File: src/rtl/mips_cpu_fetch_pc_if.sv
// Fetch-PC bus: redirect requests in, fetch address and status out.
// The fault signal exists only when PC_ALIGN_CHECK_EN is defined.
interface mips_cpu_fetch_pc_if;
    logic        redirect_valid;
    logic [31:0] redirect_target;
    logic [31:0] instr_address;
    logic        delay_slot;
    logic [31:0] link_address;
    logic        active;
`ifdef PC_ALIGN_CHECK_EN
    logic        fault;
`endif

    modport master (
        input  redirect_valid,
        input  redirect_target,
        output instr_address,
        output delay_slot,
        output link_address,
`ifdef PC_ALIGN_CHECK_EN
        output fault,
`endif
        output active
    );

    modport slave (
        output redirect_valid,
        output redirect_target,
        input  instr_address,
        input  delay_slot,
        input  link_address,
`ifdef PC_ALIGN_CHECK_EN
        input  fault,
`endif
        input  active
    );
endinterface

File: src/rtl/mips_cpu_fetch_pc.sv
// MIPS fetch program counter with one branch delay slot and halt-on-zero.
// Optional macro PC_ALIGN_CHECK_EN: misaligned redirect targets raise a sticky fault and halt.
module mips_cpu_fetch_pc (
    input  logic                       clk,
    input  logic                       reset,
    input  logic                       clk_enable,
    mips_cpu_fetch_pc_if.master        fetch_io
);

    typedef enum logic [1:0] {StRun, StDelay, StHalted} state_e;

    localparam logic [31:0] ResetVector = 32'hBFC0_0000;

    state_e      state_q;
    logic [31:0] pc_q;
    logic [31:0] pending_q;
    logic        active_q;
    logic        delay_slot_q;
    logic [31:0] pc_inc;
    logic [31:0] capture_target;
    logic        misaligned;

    assign pc_inc = pc_q + 32'd4;

`ifdef PC_ALIGN_CHECK_EN
    logic fault_q;

    assign capture_target = fetch_io.redirect_target;
    assign misaligned     = fetch_io.redirect_target[1:0] != 2'b00;
    assign fetch_io.fault = fault_q;
`else
    assign capture_target = {fetch_io.redirect_target[31:2], 2'b00};
    assign misaligned     = 1'b0;
`endif

    always_ff @(posedge clk) begin
        if (reset) begin
            state_q      <= StRun;
            pc_q         <= ResetVector;
            pending_q    <= 32'd0;
            active_q     <= 1'b1;
            delay_slot_q <= 1'b0;
`ifdef PC_ALIGN_CHECK_EN
            fault_q      <= 1'b0;
`endif
        end else if (clk_enable) begin
            unique case (state_q)
                StRun: begin
                    // Wrapping onto address zero halts even if a redirect is pending.
                    if (pc_inc == 32'd0) begin
                        state_q      <= StHalted;
                        pc_q         <= 32'd0;
                        active_q     <= 1'b0;
                        delay_slot_q <= 1'b0;
                    end else begin
                        pc_q <= pc_inc;
                        if (fetch_io.redirect_valid) begin
                            state_q      <= StDelay;
                            pending_q    <= capture_target;
                            delay_slot_q <= 1'b1;
`ifdef PC_ALIGN_CHECK_EN
                            if (misaligned) fault_q <= 1'b1;
`endif
                        end
                    end
                end
                StDelay: begin
                    // Redirects seen in the delay slot are deliberately dropped.
                    if (pending_q == 32'd0 || misaligned_pending(pending_q)) begin
                        state_q      <= StHalted;
                        pc_q         <= 32'd0;
                        active_q     <= 1'b0;
                        delay_slot_q <= 1'b0;
                    end else begin
                        state_q      <= StRun;
                        pc_q         <= pending_q;
                        delay_slot_q <= 1'b0;
                    end
                end
                StHalted: begin
                    pc_q         <= 32'd0;
                    active_q     <= 1'b0;
                    delay_slot_q <= 1'b0;
                end
                default: begin
                    state_q      <= StHalted;
                    pc_q         <= 32'd0;
                    active_q     <= 1'b0;
                    delay_slot_q <= 1'b0;
                end
            endcase
        end
    end

    function automatic logic misaligned_pending(input logic [31:0] target);
`ifdef PC_ALIGN_CHECK_EN
        return target[1:0] != 2'b00;
`else
        return 1'b0 & target[0];
`endif
    endfunction

    logic unused_misaligned;
    assign unused_misaligned = misaligned;

    assign fetch_io.instr_address = pc_q;
    assign fetch_io.delay_slot    = delay_slot_q;
    assign fetch_io.active        = active_q;
    assign fetch_io.link_address  = pc_q + 32'd8;

endmodule

File: src/flat_wrapper.sv
// flat-port wrapper written by rule: the top's interface ports become plain ports
module mips_cpu_fetch_pc_flat 
  (clk, reset, clk_enable, fetch_io_redirect_valid, fetch_io_redirect_target, fetch_io_instr_address, fetch_io_delay_slot, fetch_io_link_address, fetch_io_active);
  mips_cpu_fetch_pc_if fetch_io_i ();
  input  logic clk;
  input  logic reset;
  input  logic clk_enable;
  input wire logic [$bits(fetch_io_i.redirect_valid)-1:0] fetch_io_redirect_valid;
  input wire logic [$bits(fetch_io_i.redirect_target)-1:0] fetch_io_redirect_target;
  output wire logic [$bits(fetch_io_i.instr_address)-1:0] fetch_io_instr_address;
  output wire logic [$bits(fetch_io_i.delay_slot)-1:0] fetch_io_delay_slot;
  output wire logic [$bits(fetch_io_i.link_address)-1:0] fetch_io_link_address;
  output wire logic [$bits(fetch_io_i.active)-1:0] fetch_io_active;
  assign fetch_io_i.redirect_valid = fetch_io_redirect_valid;
  assign fetch_io_i.redirect_target = fetch_io_redirect_target;
  assign fetch_io_instr_address = fetch_io_i.instr_address;
  assign fetch_io_delay_slot = fetch_io_i.delay_slot;
  assign fetch_io_link_address = fetch_io_i.link_address;
  assign fetch_io_active = fetch_io_i.active;
  mips_cpu_fetch_pc u_core (.clk(clk), .reset(reset), .clk_enable(clk_enable), .fetch_io(fetch_io_i));
endmodule
File: config.mk
export PLATFORM = sky130hd
export DESIGN_NAME = mips_cpu_fetch_pc_flat
export DESIGN_NICKNAME = d
export VERILOG_FILES = /design/src/rtl/mips_cpu_fetch_pc_if.sv /design/src/rtl/mips_cpu_fetch_pc.sv /design/src/flat_wrapper.sv
export SDC_FILE = /design/constraint.sdc
export NUM_CORES = 1
export LEC_CHECK = 0
export ABC_AREA = 0
export CAP_MARGIN = 20
export CORE_ASPECT_RATIO = 2
export CORE_MARGIN = 2
export CORE_UTILIZATION = 47
export DETAILED_ROUTE_END_ITERATION = 10
export GPL_ROUTABILITY_DRIVEN = 1
export PLACE_DENSITY = 0.8
export SLEW_MARGIN = 20
export SYNTH_ARGS = -nofsm -noshare
export SYNTH_HDL_FRONTEND = slang
export SYNTH_SLANG_ARGS = --single-unit
File: constraint.sdc
create_clock -name clk -period 2.8 [get_ports clk]
set_clock_uncertainty 0.1 [all_clocks]
set_input_delay 0.42 -clock clk [delete_from_list [all_inputs] [get_ports clk]]
set_output_delay 0.42 -clock clk [all_outputs]
set_load 0.02 [all_outputs]
# == Yosys cells after proc, flatten, opt, wreduce, memory -nomap -nowiden ==
# Cells that the tools add are included.
# op_classes
add_sub_neg,2
eq_ne,5
n_mux,13
n_bitwise,2
reduce_logical,7
# op_table
op,n
zero test 32 bit,2
2-to-1 mux 32 bit,2
case mux 32 bit (2 select lines),1
"adder 32 x 3 -> 32 bit, second input constant",1
"adder 32 x 4 -> 32 bit, second input constant",1
2-to-1 mux 2 bit,3
case mux 2 bit (3 select lines),1
AND reduction 3 bit,2
2-to-1 mux 1 bit,5
"inequality test 2 x 1 -> 1 bit, second input constant",2
AND reduction 4 bit,1
"inequality test 3 x 2 -> 1 bit, second input constant",1
"== test 2 x 1 -> 1 bit, second input constant",1
"== test 2 bit, second input constant",1
zero test 2 bit,1
NOT 1 bit,2
case mux 1 bit (2 select lines),1
AND reduction 2 bit,1
# totals
reg_bits,66
out_inout_bits,66
elab_cells,34

# == Logic depth before layout (Yosys ltp) ==
# depth
depth_word,4
ltp_mapped,12
depth_no_buf,9

# == Worst setup path before layout ==
# OpenSTA, ideal clock, no wires.
# synth_timing
path_type,reg2out
startpoint,register u_core.pc_q[3] (netlist: u_core.fetch_io.instr_address[3])
endpoint,output port fetch_io_link_address[31]
t_arrival_ns,2.628
slack_ns,-0.348
stages_incl_launch_ff,9
cell_sequence,dfxtp_1 ha_1 nand3_4 or3_1 clkbuf_1 or3_1 nor2_1 nand3_1 xnor2_1
# synth_via
elab_chain_len,1
# synth_lines
element,line,source
start: declaration,mips_cpu_fetch_pc.sv:15,logic [31:0] pc_q;
start signal: assignment,mips_cpu_fetch_pc.sv:39,pc_q <= ResetVector;
start signal: assignment,mips_cpu_fetch_pc.sv:56,pc_q <= pc_inc;
start signal: assignment,mips_cpu_fetch_pc.sv:76,pc_q <= pending_q;
adder 32 x 4 -> 32 bit,mips_cpu_fetch_pc.sv:109,assign fetch_io.link_address = pc_q + 32'd8;
end: declaration,flat_wrapper.sv:12,output wire logic [$bits(fetch_io_i.link_address)-1:0] fetch_io_link_address;
# Every way passes these cells.

# == Final worst setup path ==
# layout_timing
startpoint,register u_core.pc_q[3] (netlist: u_core.fetch_io.instr_address[3])
endpoint,register u_core.active_q (netlist: u_core.fetch_io.active)
# layout_via
elab_chain_len,4
# layout_lines
element,line,source
adder 32 x 3 -> 32 bit,mips_cpu_fetch_pc.sv:23,assign pc_inc = pc_q + 32'd4;
zero test 32 bit,mips_cpu_fetch_pc.sv:50,if (pc_inc == 32'd0) begin
inequality test 2 x 1 -> 1 bit (no line),n/a,
AND reduction 3 bit (no line),n/a,
end signal: assignment,mips_cpu_fetch_pc.sv:41,active_q <= 1'b1;
end signal: assignment,mips_cpu_fetch_pc.sv:53,active_q <= 1'b0;
end signal: assignment,mips_cpu_fetch_pc.sv:72,active_q <= 1'b0;
end: declaration,mips_cpu_fetch_pc.sv:17,logic active_q;
# Every way passes these cells.
# A chain may end at the register's enable or synchronous reset.

==> results.md <==
| Result | This run |
|---|---|
| Number of setup violations in the final report | 7 |
| DRC errors left | 0 |
| Area of the core region | 0.009699 mm2 |
| Hold Path Class | flop to flop |
| Transition time at the pin with the least slew margin | 0.8333 ns |
| Arrival time of data at the critical path endpoint | 2.99 ns |
| Final cell count without fillers | 861 |
| Cell area after synthesis | 0.004651 mm2 |
| Combined buffer and inverter count along the critical path | 1 |
| Number of antenna violations at the first check in global routing | 0 |
| Aggregate global routing overflow | 0 |
| Portion of the clock cycle consumed by the worst path in the final layout | 102.1% |
| GP Congestion | 0.9194 |
| Worst rel slew slack | 44.45% |
| Reg-to-reg critical path endpoint | u_core.fetch_io.active$_SDFFE_PP1P_ |
| Row count | 51 |
| Data required time of the critical path | 2.93 ns |
| RR Startpoint | u_core.fetch_io.instr_address[3]$_SDFFE_PP0P_ |
| Clock-pin transition on the worst setup and hold timing paths | 0.05 ns |
| Fmax achieved | 0.3497 GHz |
| Total Nets Final | 762 |
| Synth top area cells | dfxtp_1 (28%), nand2b_1 (8.3%), mux2i_1 (6.7%), xnor2_1 (5.3%), xor2_1 (4.5%) |
| Height of the die | 144.7 um |
| Total of warnings raised by yosys | 0 |
| Antenna diodes | 0 |
| Reg2reg setup slack | -0.06 ns |
| Synth Register Bits | 64 |
| HP Start | u_core.fetch_io.active$_SDFFE_PP1P_ |
| Cell count after placement | 831 |
| Crit path max-delay family | simple AND/OR/NAND/NOR gates |
| Max-slew violation count | 0 |
| PwrDens | 380.7 mW/mm2 |
| Crit path kind | flop to flop |
| Wire length of the first global-routing pass | 23780 um |
| FFs w/ async S/R, synth | 0% |
| Total number of clock tree sinks | 64 |
| Total routed wirelength | 15300 um |
| Final hold vios | 0 |
| Run status | finished, violations left |
| Initial DRC count | 314 |
| Ports | 102 |
| Clock latency on the worst-skew pair | 0.34 ns |
| Number of library cell types mapped by synthesis | 60 |
| Number of cells produced by synthesis | 572 |
| All-layer global routing usage | 29.10% |
| Number of buffers created by CTS | 9 |
| CP endpoint kind | flop |
| CTS tree | done |
| Most frequently used flop master after synthesis | dfxtp_1 |
| IR Drop Worst-Case VDD | 0.0004437 V |
| Hold-fix buffers, CTS | 0 |
| Portion of the post-synthesis area used by sequential elements | 27.55% |
| Worst-path fanout max | 5 |
| Die Wd | 74.34 um |
| Cell accounting for the most synthesized area | dfxtp_1 |
| Hold Crit Endpoint | u_core.fetch_io.active$_SDFFE_PP1P_ |
| Type of element launching the critical path | flop |
| Number of port buffers | 95 |
| EDFF count, synth | 0 |
| HPWL Detailed | 11230 um |
| Antenna-violating nets left | 0 |
| Setup repair after global routing missed its margin | yes |
| Via count of the first global-routing pass | 4775 |
| Crit-path cells | buf_6, ha_4, and4_4, and4_4, nand4_1, a211oi_2, and4_4, a31oi_4, or4_4, o21a_1 |
| Clk root buf | clkbuf_16 |
| Worst setup timing slack at the placement stage | -0.2198 ns |
| Worst r2r path cells | 10 |
| Violated checks | negative setup slack |
| Setup TNS | -0.1083 ns |
| Smallest setup slack after layout | -0.05921 ns |
| Min Tclk post-route | 2.859 ns |
| Die Outline Area | 0.01076 mm2 |
| Maximum single-stage delay on the critical path | 0.57 ns |
| Hold path cells | 1 |
| MaxCap Viol Count | 0 |
| Initial core utilization | 47.95% |
| Slowest stage cell, crit path | or4_4 |
| CP dominant cell by count | and4_4 |
| Share of layout cells above drive strength 1 | 26.75% |
| Vias | 4835 |
| Maximum number of pins on one net before global-route repair | 50 |
| Count of cell instances traversed by the critical path | 10 |
| Leakage power figure | 2.770 nW |
| Worst hold slack across all endpoints | 0.3725 ns |
| H-tree lvl count | 3 |
| Clock buffer depth | 2 |
| Area fraction of the dominant cell type after synthesis | 27.55% |
| Area growth, synth to finish | 45.66% |
| Average instance area after synthesis | 8.131 um2 |
| Final core utilization | 69.84% |
| Number of optimization iterations in the first detailed-route pass | 5 |
| DR vias/cell | 5.616 |
| Average wire per cell in the routed design | 17.77 um |
final cells by class:
class | instances | area, um2
timing repair buffer | 197 | 1810
clock inverter | 6 | 36.28
clock buffer | 10 | 229.0
fill | 803 | 2925
inverter | 3 | 11.26
sequential | 64 | 1311
tap | 132 | 165.2
multi-input combinational | 449 | 3211
metrics by stage:
stage / total power, mW / cell area (um2)
2_1_floorplan: 1.333 / 4696
3_3_place_gp: 1.542 / 6137
3_5_place_dp: 1.553 / 6137
4_1_cts: 2.581 / 6628
5_1_grt: 2.672 / 6774
6_report: 2.579 / 6774
worst register-to-register path: stages, from the launching register on:
cell	delay, ns
dfxtp_4	0.36
buf_6	0.12
ha_4	0.14
and4_4	0.23
and4_4	0.27
nand4_1	0.12
a211oi_2	0.33
and4_4	0.29
a31oi_4	0.11
or4_4	0.57
o21a_1	0.12
report_power, final:
part / switching [mW] / internal [mW] / leakage [nW]
Sequential: 0.0510 / 0.952 / 0.530
Clock: 0.414 / 0.593 / 0.132
Combinational: 0.293 / 0.276 / 2.11
Total: 0.758 / 1.82 / 2.77
cell usage in the layout (no fill, tap or decap), types with 4 or more instances in the layout:
cell type        instances
nand3_1                 20
a22oi_1                 12
clkinv_2                 4
dfxtp_4                  5
buf_2                    5
o21ai_0                 15
a21oi_1                 36
dfxtp_1                 50
nor3_1                   5
nor4_1                   9
a211oi_1                 6
nor4_4                   5
dlygate4sd2_1            7
mux2i_1                 29
buf_4                   87
clkbuf_16                9
nand2b_1                62
clkdlybuf4s50_1         74
and3_1                   4
dfxtp_2                  9
nand2_1                 48
buf_12                   6
or3_1                    5
nand4_1                 13
xnor2_1                 26
xor2_1                  24
nand4_4                  4
nor2_1                  42
buf_6                   12
and4_4                   5
or3_4                    4
conb_1                   4
logic make-up (layout without fill, tap and decap cells):
kind of cell | count (synthesis) | count (layout) | share of synthesized area, %
other | 1 | 4 | 0.08063
AO/OA/AOI/OAI | 99 | 99 | 13.80
flip-flops | 64 | 64 | 27.55
AND/OR/NAND/NOR | 261 | 261 | 33.36
buffers and inverters | 62 | 216 | 8.205
XOR/XNOR | 52 | 52 | 9.793
adder cells (fa/ha/maj) | 2 | 2 | 0.5380
multiplexers | 31 | 31 | 6.672
cells in the mapped netlist (2+ instances only):
master    number
a21boi_0       2
a222oi_1       3
nand3_1       22
a21oi_1       36
buf_4         10
nor3b_1        2
inv_1          2
and4_4         3
nor4_2         3
o21a_1         2
or4_1          2
xnor2_1       28
a22oi_1       13
nor3_1         7
o21ai_0       16
and3_4         2
a311oi_1       3
nand2b_1      62
buf_2         14
o211ai_1       2
dfxtp_1       64
or2_2          3
or3_1          8
and2_1         3
buf_6          6
a211o_1        2
a211oi_1       7
nor4_1        11
nor2b_1        3
nor4_4         3
xor2_1        24
and4_1         5
and3_1         4
mux2i_1       31
nand4_4        3
nor2_1        45
nand2_1       50
nand4_1       13
clkbuf_1      25
buf_12         3
a31oi_1        4
a221oi_1       2
ha_1           2
state kept, by name, summed over array words and instances (netlist names):
| name | cells |
|---|---|
| u_core.fetch_io.instr_address | 30 |
| u_core.pending_q | 30 |
| u_core.state_q | 2 |
| u_core.fetch_io.active | 1 |
| u_core.fetch_io.delay_slot | 1 |
how the worst max path moves through the flow:
stage	slack, ns	end	from
floorplan	0.003	fetch_io_link_address[31]	u_core.fetch_io.instr_address[9]$_SDFFE_PP0P_
global placement	-0.21	fetch_io_link_address[31]	u_core.fetch_io.instr_address[3]$_SDFFE_PP0P_
detailed placement	-0.22	fetch_io_link_address[31]	u_core.fetch_io.instr_address[3]$_SDFFE_PP0P_
CTS	-0.04	u_core.pending_q[29]$_SDFFE_PP0P_	u_core.fetch_io.instr_address[4]$_SDFFE_PP0P_
global route	-0.11	u_core.fetch_io.active$_SDFFE_PP1P_	u_core.fetch_io.instr_address[3]$_SDFFE_PP0P_
finish	-0.06	u_core.fetch_io.active$_SDFFE_PP1P_	u_core.fetch_io.instr_address[3]$_SDFFE_PP0P_
routing by layer:
layer	global-route usage (%)	up-vias	share of wire, %
met5	0	-	0
met4	14.94	0	4.5
met3	4.224	50	4.1
met2	52.21	176	54
met1	32.27	2297	37
li1	-	2312	-
timing repair:
item	CTS	global route
resized for setup	71	47
endpoints found under the hold margin	0	0
pin swaps	14	20
endpoints found under the setup margin	67	62
gates cloned	2	0
setup buffers	8	5
No activity file was read; power rests on OpenSTA's default activity.
